File: src/rtl/lc_dco_fll_pkg.sv
// Shared types and code-range constants for the LC-DCO frequency-locked-loop controller.
package lc_dco_fll_pkg;

   typedef enum logic [1:0] {
      ST_IDLE,
      ST_SETTLE,
      ST_MEASURE,
      ST_DECIDE
   } fll_state_e;

   typedef enum logic {
      MODE_SAR,
      MODE_TRACK
   } fll_mode_e;

   localparam logic [7:0] SW_MIN = 8'd1;
   localparam logic [7:0] SW_MAX = 8'd255;

endpackage

File: src/rtl/lc_dco_edge_sync.sv
// Brings the asynchronous divided DCO clock into the reference domain and
// emits a one-cycle pulse per rising edge.
module lc_dco_edge_sync (
   input  logic i_clk,
   input  logic i_reset,
   input  logic i_async,
   output logic o_rise
);

   // [0],[1] form the synchronizer; [2] holds the previous synchronized level.
   logic [2:0] r_sync;

   always_ff @(posedge i_clk) begin
      if (i_reset) r_sync <= '0;
      else         r_sync <= {r_sync[1:0], i_async};
   end

   assign o_rise = r_sync[1] & ~r_sync[2];

endmodule

File: src/rtl/lc_dco_fll_ctrl.sv
// FLL controller: counts div_clk edges per reference window, runs an 8-step SAR
// search on the DCO cap-bank code, then optionally tracks with +/-1 LSB steps.
module lc_dco_fll_ctrl
   import lc_dco_fll_pkg::*;
#(
   parameter int         CNT_W      = 16,
   parameter int         WIN_CYC    = 1000,
   parameter int         SETTLE_CYC = 16,
   parameter int         TOL        = 2,
   parameter logic [7:0] SW_RESET   = 8'h80
) (
   input  logic             i_clk,
   input  logic             i_reset,
   input  logic             i_start,
   input  logic             i_track_en,
   input  logic [CNT_W-1:0] i_target_cnt,
   input  logic             i_div_clk,
   output logic [7:0]       o_sw,
   output logic             o_busy,
   output logic             o_locked,
   output logic             o_oor,
   output logic [CNT_W-1:0] o_meas_cnt,
   output logic             o_meas_valid
);

   localparam int CYC_MAX = (WIN_CYC > SETTLE_CYC) ? WIN_CYC : SETTLE_CYC;
   localparam int CYC_W   = $clog2(CYC_MAX + 1);
   localparam logic [CYC_W-1:0] SETTLE_LAST = CYC_W'(SETTLE_CYC - 1);
   localparam logic [CYC_W-1:0] WIN_LAST    = CYC_W'(WIN_CYC - 1);
   localparam logic [CNT_W:0]   TOL_EXT     = (CNT_W+1)'(TOL);

   fll_state_e       r_state, w_state_nxt;
   fll_mode_e        r_mode, w_mode_nxt;
   logic [7:0]       r_sw, w_sw_nxt, w_sar_sw;
   logic [2:0]       r_bit, w_bit_nxt;
   logic             r_locked, w_locked_nxt;
   logic             r_oor, w_oor_nxt;
   logic [CYC_W-1:0] r_cyc, w_cyc_nxt;
   logic [CNT_W-1:0] r_cnt, w_cnt_nxt;
   logic [CNT_W-1:0] r_meas_cnt, w_meas_nxt;
   logic             r_meas_valid, w_mvalid_nxt;
   logic             w_rise;
   logic [CNT_W:0]   w_cnt_ext, w_tgt_ext;
   logic             w_too_fast, w_too_slow;

   lc_dco_edge_sync u_edge_sync (
      .i_clk   (i_clk),
      .i_reset (i_reset),
      .i_async (i_div_clk),
      .o_rise  (w_rise)
   );

   // Dead-band compare at CNT_W+1 bits so target+/-TOL never wraps.
   assign w_cnt_ext  = {1'b0, r_cnt};
   assign w_tgt_ext  = {1'b0, i_target_cnt};
   assign w_too_fast = w_cnt_ext > (w_tgt_ext + TOL_EXT);
   assign w_too_slow = (w_cnt_ext + TOL_EXT) < w_tgt_ext;

   always_ff @(posedge i_clk) begin
      if (i_reset) begin
         r_state      <= ST_IDLE;
         r_mode       <= MODE_SAR;
         r_sw         <= SW_RESET;
         r_bit        <= 3'd7;
         r_locked     <= 1'b0;
         r_oor        <= 1'b0;
         r_cyc        <= '0;
         r_cnt        <= '0;
         r_meas_cnt   <= '0;
         r_meas_valid <= 1'b0;
      end else begin
         r_state      <= w_state_nxt;
         r_mode       <= w_mode_nxt;
         r_sw         <= w_sw_nxt;
         r_bit        <= w_bit_nxt;
         r_locked     <= w_locked_nxt;
         r_oor        <= w_oor_nxt;
         r_cyc        <= w_cyc_nxt;
         r_cnt        <= w_cnt_nxt;
         r_meas_cnt   <= w_meas_nxt;
         r_meas_valid <= w_mvalid_nxt;
      end
   end

   always_comb begin
      w_state_nxt  = r_state;
      w_mode_nxt   = r_mode;
      w_sw_nxt     = r_sw;
      w_bit_nxt    = r_bit;
      w_locked_nxt = r_locked;
      w_oor_nxt    = r_oor;
      w_cyc_nxt    = r_cyc + 1'b1;
      w_cnt_nxt    = r_cnt;
      w_meas_nxt   = r_meas_cnt;
      w_mvalid_nxt = 1'b0;

      // Equality clears the bit: only a strictly-too-fast DCO keeps it set.
      w_sar_sw = r_sw;
      if (!(r_cnt > i_target_cnt)) w_sar_sw[r_bit] = 1'b0;
      if (r_bit != 3'd0)           w_sar_sw[r_bit - 3'd1] = 1'b1;
      else if (w_sar_sw == 8'd0)   w_sar_sw = SW_MIN;

      unique case (r_state)
         ST_IDLE: begin
            w_cyc_nxt = '0;
            if (i_start) begin
               w_state_nxt  = ST_SETTLE;
               w_sw_nxt     = SW_RESET;
               w_bit_nxt    = 3'd7;
               w_mode_nxt   = MODE_SAR;
               w_locked_nxt = 1'b0;
               w_oor_nxt    = 1'b0;
            end
         end
         ST_SETTLE: begin
            if (r_cyc == SETTLE_LAST) begin
               w_state_nxt = ST_MEASURE;
               w_cyc_nxt   = '0;
               w_cnt_nxt   = '0;
            end
         end
         ST_MEASURE: begin
            if (w_rise && (r_cnt != '1)) w_cnt_nxt = r_cnt + 1'b1;
            if (r_cyc == WIN_LAST) w_state_nxt = ST_DECIDE;
         end
         ST_DECIDE: begin
            w_meas_nxt   = r_cnt;
            w_mvalid_nxt = 1'b1;
            w_cyc_nxt    = '0;
            w_state_nxt  = ST_SETTLE;
            if (r_mode == MODE_SAR) begin
               w_sw_nxt = w_sar_sw;
               if (r_bit != 3'd0) begin
                  w_bit_nxt = r_bit - 3'd1;
               end else begin
                  w_locked_nxt = 1'b1;
                  if (i_track_en) w_mode_nxt  = MODE_TRACK;
                  else            w_state_nxt = ST_IDLE;
               end
            end else begin
               if (w_too_fast) begin
                  if (r_sw == SW_MAX) begin
                     w_oor_nxt    = 1'b1;
                     w_locked_nxt = 1'b0;
                  end else begin
                     w_sw_nxt = r_sw + 8'd1;
                  end
               end else if (w_too_slow) begin
                  if (r_sw == SW_MIN) begin
                     w_oor_nxt    = 1'b1;
                     w_locked_nxt = 1'b0;
                  end else begin
                     w_sw_nxt = r_sw - 8'd1;
                  end
               end
               if (!i_track_en) w_state_nxt = ST_IDLE;
            end
         end
         default: w_state_nxt = ST_IDLE;
      endcase
   end

   assign o_sw         = r_sw;
   assign o_busy       = (r_state != ST_IDLE);
   assign o_locked     = r_locked;
   assign o_oor        = r_oor;
   assign o_meas_cnt   = r_meas_cnt;
   assign o_meas_valid = r_meas_valid;

endmodule

File: config.mk
export PLATFORM = sky130hd
export DESIGN_NAME = lc_dco_fll_ctrl
export DESIGN_NICKNAME = d
export VERILOG_FILES = /design/src/rtl/lc_dco_fll_pkg.sv /design/src/rtl/lc_dco_edge_sync.sv /design/src/rtl/lc_dco_fll_ctrl.sv
export SDC_FILE = /design/constraint.sdc
export NUM_CORES = 1
export LEC_CHECK = 0
export ABC_AREA = 1
export CAP_MARGIN = 20
export CORE_MARGIN = 4
export CORE_UTILIZATION = 30
export CTS_BUF_LIST = sky130_fd_sc_hd__clkbuf_8
export CTS_CLUSTER_SIZE = 24
export DETAILED_ROUTE_END_ITERATION = 6
export SYNTH_ARGS = -nofsm -noshare
export SYNTH_HDL_FRONTEND = slang
export SYNTH_HIERARCHICAL = 1
export SYNTH_SLANG_ARGS = --single-unit
export TNS_END_PERCENT = 1
File: constraint.sdc
create_clock -name i_clk -period 3.95 [get_ports i_clk]
set_input_delay 0.395 -clock i_clk [delete_from_list [all_inputs] [get_ports i_clk]]
set_output_delay 0.395 -clock i_clk [all_outputs]
set_load 0.02 [all_outputs]
# ---- After elaboration in Yosys (flattened, before gate mapping)
# Index checks and enable logic that the tools add are counted.
dict set report totals {
  input_bits 21
  wordCells 120
  reg_bits 62
  out_inout_bits 28
}
dict set report classes {
  bitwise_logic 5
  order_cmp 7
  n_eq_ne 24
  reduce_logical 17
  mux 49
  addsub 7
}
# cell n
set op_table {}
lappend op_table {{$mux W8} 9}
lappend op_table {{$add A16 B2 Y17 const B} 2}
lappend op_table {{$mux W16} 2}
lappend op_table {{$pmux W16 S2} 1}
lappend op_table {{$mux W1} 20}
lappend op_table {{$ne A4 B4 Y1 const B} 5}
lappend op_table {{$pmux W10 S2} 1}
lappend op_table {{$gt A16 B17 Y1} 1}
lappend op_table {{$lt A17 B16 Y1} 1}
lappend op_table {{$add A16 B1 Y16 const B} 1}
lappend op_table {{$gt A16 B16 Y1} 1}
lappend op_table {{$ne A16 B16 Y1 const B} 1}
lappend op_table {{$pmux W8 S2} 1}
lappend op_table {{$ne A2 B2 Y1 const B} 7}
lappend op_table {{$ne A3 B3 Y1 const B} 4}
lappend op_table {{$reduce_and A6 Y1} 2}
lappend op_table {{$add A10 B1 Y10 const B} 1}
lappend op_table {{$eq A10 B10 Y1 const B} 1}
lappend op_table {{$eq A10 B4 Y1 const B} 1}
lappend op_table {{$mux W10} 1}
lappend op_table {{$mux W3} 3}
lappend op_table {{$add A8 B1 Y8 const B} 1}
lappend op_table {{$and A8 B8 Y8} 1}
lappend op_table {{$eq A8 B1 Y1 const B} 1}
lappend op_table {{other kinds (26)} 40}

# ---- Longest topological paths before layout
dict set report depth {
  word_depth 12
  depth_mapped 24
  ltp_nobuf 24
}

# ---- By module
# The synthesis kept the hierarchy.
# mod instances cells_each seq_area_each_um2 area_per_inst_um2
set modules_own_cells {}
lappend modules_own_cells {lc_dco_fll_ctrl 1 723 1181.1 4916.0}
lappend modules_own_cells {lc_dco_edge_sync 1 10 60.1 86.3}

# ---- Worst setup path after synthesis
# OpenSTA, ideal clock, no wires.
dict set report synth_path {
  path_type {input-to-reg}
  from {input i_target_cnt[1]}
  to {register r_sw[2] (netlist: o_sw[2])}
  setup_time_ns 0.129
  path_stages 21
  arrival_time_ns 2.848
  n_path_buf 0
  path_slack_ns 0.974
  t_required_ns 3.821
  cell_sequence {ha_1 -> nand3_1 -> inv_1 -> nand4_1 -> nor2_1 -> nand2_1 -> nor2_1 -> nand3_1 -> xor2_1 -> ha_1 -> nand4_1 -> nor4_1 -> nand2_1 -> nand2_4 -> nand3_2 -> nand2_2 -> inv_4 -> nand2_4 -> nor2_1 -> nor2_1 -> nor2_1}
}
dict set report synth_via {
  elab_chain_len 7
  elab_cells_between_ends 16
  classes_between {1 x add/sub; 3 x order compare; 3 x eq/ne; 6 x mux; 1 x bitwise; 2 x reduce/logical}
}
# item line_no
set synth_lines {}
lappend synth_lines {{from (decl)} lc_dco_fll_ctrl.sv:16} ;# input logic [CNT_W-1:0] i_target_cnt,
lappend synth_lines {{branches (longest 7 deep; another with $add A16 B2 Y17)} -}
lappend synth_lines {{to (signal assigned)} lc_dco_fll_ctrl.sv:74} ;# r_sw <= w_sw_nxt;
lappend synth_lines {{to (decl)} lc_dco_fll_ctrl.sv:34} ;# logic [7:0] r_sw, w_sw_nxt, w_sar_sw;
# Several ways; the timed one is not identified.
# A chain may end at the register's enable or synchronous reset.

# ---- Worst setup path in the final report
dict set report layout_path {
  from {input i_target_cnt[2]}
  to {register r_sw[3] (netlist: o_sw[3])}
}
# The elaborated chain is that of the path after synthesis.

==> results by group <==
Detailed routing
  • DRT Pass-1 Iters: 5
  • Vias/cell: 4.69
  • DR vias: 4720
  • DRC viols: 0
  • Number of DRC markers in iteration 0: 256
  • Avg WL per Cell: 13.0 µm
  • Routed Antenna Nets: 0
  • Drt total wl: 13.1 mm

Synthesis
  • Number of synthesized register bits: 62
  • Post-synth top area share: 0.248
  • EDFF count, synth: 0
  • Sequential area share after synthesis: 0.248
  • Async SR Flop Fraction: 0
  • Largest area contributor in the netlist: dfxtp_1
  • Avg Inst Size Synth: 6.82 µm²
  • Cell Area, Synth: 0.00500 mm²
  • Synth area leaders: dfxtp_1 25%, ha_1 15%, nand2_1 9.5%, inv_1 7.3%, xor2_1 6.5%
  • Top FF cell, synth: dfxtp_1
  • Post-Synthesis Net Count: 813
  • Synth Instances: 733
  • Synth Warn #: 6
  • Distinct cells, synth: 42

STA
  • Fin Setup TNS: 0 ps
  • Skew final: 15.8 ps
  • RSZ-0062 raised after global routing: no
  • Slew @ Worst Pin: 695 ps
  • Pins Over Slew Limit: 0
  • Max-slew headroom: 0.533
  • Final setup violation count: 0
  • Minimum clock period: 3470 ps
  • Final Cycle Share: 0.878
  • FMAX: 0.288 GHz
  • Final Hold Fails: 0

Clocking
  • Clk root buf: clkbuf_8
  • # resized after CTS: 0
  • Htree depth: 3
  • Num CTS Buffers: 9
  • CTS Buffer Depth: 2
  • # hold bufs at CTS: 0
  • CTS tree: built
  • Post-CTS Setup Bufs: 0
  • Sinks on Clock Net: 62
  • Clock Latency Late Sink: 360 ps
  • Reg clk slew, reported paths: 80 ps

Cells and area
  • Synthesis-to-layout area growth: 18.5%
  • Ratio of cells with drive above 1 in the final layout: 0.0608
  • Antenna Cells: 0
  • Non-Filler Instances: 1006
  • Area of the multi-input gates: 0.00333 mm²
  • Final cell area excluding filler cells: 0.00593 mm²
  • Fin nets: 865
  • # fillers: 1768
  • Sequential Area: 0.00124 mm²

Setup path
  • Max stage delay on crit path: 530 ps
  • CP Max Fanout: 10
  • Setup crit start kind: input port
  • Reg-to-Reg Start: r_cnt[2]
  • Critical path launch point: i_target_cnt[2]
  • CP Class: in -> reg
  • Top cell family by delay on the critical path: simple AND/OR/NAND/NOR gates
  • Most frequent cell on the critical path: nor2_1
  • Worst setup EP type: flop
  • Worst path bufs/invs: 3
  • Critical path's slowest cell: clkdlybuf4s50_1
  • Worst path required time: 4190 ps
  • Critical Path AT: 3710 ps
  • Worst path cell trace: clkdlybuf4s50_1, ha_1, nand3_1, inv_1, nand4_1, nor2_1, nand2_1, nor2_1, nand3_1, xor2_1, ha_1, nand4_1, nor4_1, nand2_1, nand2_4, nand3_2, nand2_2, inv_4, nand2_4, nor2_1, nor2_1, nor2_1

Pwr
  • Lkg Pwr: 2.66 nW
  • Worst VDD drop: 0.205 mV
  • PwrDens: 363 mW/mm²

Die
  • Die X: 137 µm
  • Placement Rows: 46
  • Die area: 0.0188 mm²
  • Initial Util: 0.310
  • Core area: 0.0161 mm²
  • Top Ports: 49
  • Die Y-Extent: 137 µm

Global route
  • First-pass GRT wire length: 21.7 mm
  • Largest net degree at the start of global routing: 31
  • GRT Residual Overflow: 0
  • Number of global-route vias before repair: 4443
  • Initial antenna violation count: 0
  • GRT Util Overall: 0.143

Placement
  • GPL Wtd Cong: 0.841
  • PortBufs: 48
  • Dpl hpwl: 10.4 mm
  • Cells after DPL: 990
  • Placed inst area: 0.00575 mm²

Hold path
  • Worst Hold Launch: u_edge_sync/r_sync[0]
  • HP Class: reg -> reg

Status
  • Status: finished clean

Flow run
  • Maximum capacitance violations: 0
-- metal layers --
metal | routed length, µm | track usage
met4 | 175 | 0.0432
met3 | 512 | 0.0202
met2 | 5460 | 0.216
met5 | 0 | 0
met1 | 6930 | 0.211
-- worst min-delay path: cells and delay by family (launching register included) --
kind,cells,cell delay [ps]
buffers and inverters,1,40
DFF,1,300
and+or+nand+nor,1,30
-- cells by family (layout without fill, tap and decap cells) --
kind of cell,after synthesis,after routing,share of synthesized area
buffers and inverters,114,171,0.0860
XOR/XNOR,42,42,0.0735
AO/OA/AOI/OAI,128,128,0.141
flip-flops,62,62,0.248
adder cells (fa/ha/maj),59,59,0.148
AND/OR/NAND/NOR,328,328,0.304
-- sequential cells by signal, summed over array words and instances (netlist names) --
name / flops
o_locked: 1
r_mode: 1
r_state: 2
o_meas_cnt: 16
r_cnt: 16
u_edge_sync/r_sync: 3
o_meas_valid: 1
o_oor: 1
o_sw: 8
r_bit: 3
r_cyc: 10
-- area by class of cell --
cell class / count / area share
Multi-Input combinational cell: 557 / 0.562
Tap cell: 216 / 0.0456
Clock inverter: 6 / 0.00781
Clock buffer: 10 / 0.0232
Inverter: 102 / 0.0650
Sequential cell: 62 / 0.209
Timing Repair Buffer: 53 / 0.0874
-- cells in the mapped netlist (4+ instances only) --
cell	instances
nor4_1	4
dfxtp_1	62
o211ai_1	4
xnor2_1	5
a21oi_1	61
clkbuf_1	11
nand3b_1	4
nor2_1	83
nand2_1	126
nand2_2	6
o21a_1	4
nand3_1	46
nor3_1	22
nand4_1	15
o21ai_0	40
ha_1	59
xor2_1	37
nor2_2	4
inv_1	97
-- path summary, 6_finish.rpt --
path | cells after the start | to | slack (ps)
max | 22 | o_sw[3] | 480
min | 2 | u_edge_sync/r_sync[1] | 400
max reg2reg | 20 | o_sw[3] | 580
min reg2reg | 2 | u_edge_sync/r_sync[1] | 400
-- through the flow --
| step | util | setup slack [ps] | hold WS (ps) | total power, mW |
|---|---|---|---|---|
| 4_1_cts | 0.368 | 471 | 405 | 2.17 |
| 3_3_place_gp | 0.357 | 246 | 390 | 1.64 |
| 5_1_grt | 0.368 | 159 | 428 | 2.32 |
| 2_1_floorplan | - | 974 | 388 | 1.36 |
| 3_5_place_dp | 0.357 | 113 | 395 | 1.64 |
| 6_report | 0.368 | 483 | 404 | 2.15 |
-- placed cells by master (no fill, tap or decap), drive strengths merged --
master,count
a211oi,1
a21boi,2
a21o,3
a21oi,62
a22oi,1
a31oi,3
and3,2
buf,5
clkbuf,10
clkdlybuf4s50,48
clkinv,4
clkinvlp,2
dfxtp,62
ha,59
inv,102
nand2,135
nand3,51
nand3b,4
nand4,15
nor2,90
nor3,23
nor3b,3
nor4,4
o211ai,4
o21a,4
o21ai,42
o21bai,1
o221ai,2
o22ai,1
o311ai,2
or2,1
xnor2,5
xor2,37
-- report_power, final --
part / switching, mW / leakage, nW / internal, mW
sequential: 0.0762 / 0.502 / 0.693
clock: 0.275 / 0.0889 / 0.247
combinational: 0.533 / 2.06 / 0.327
Power figures use the tool's default switching activity.
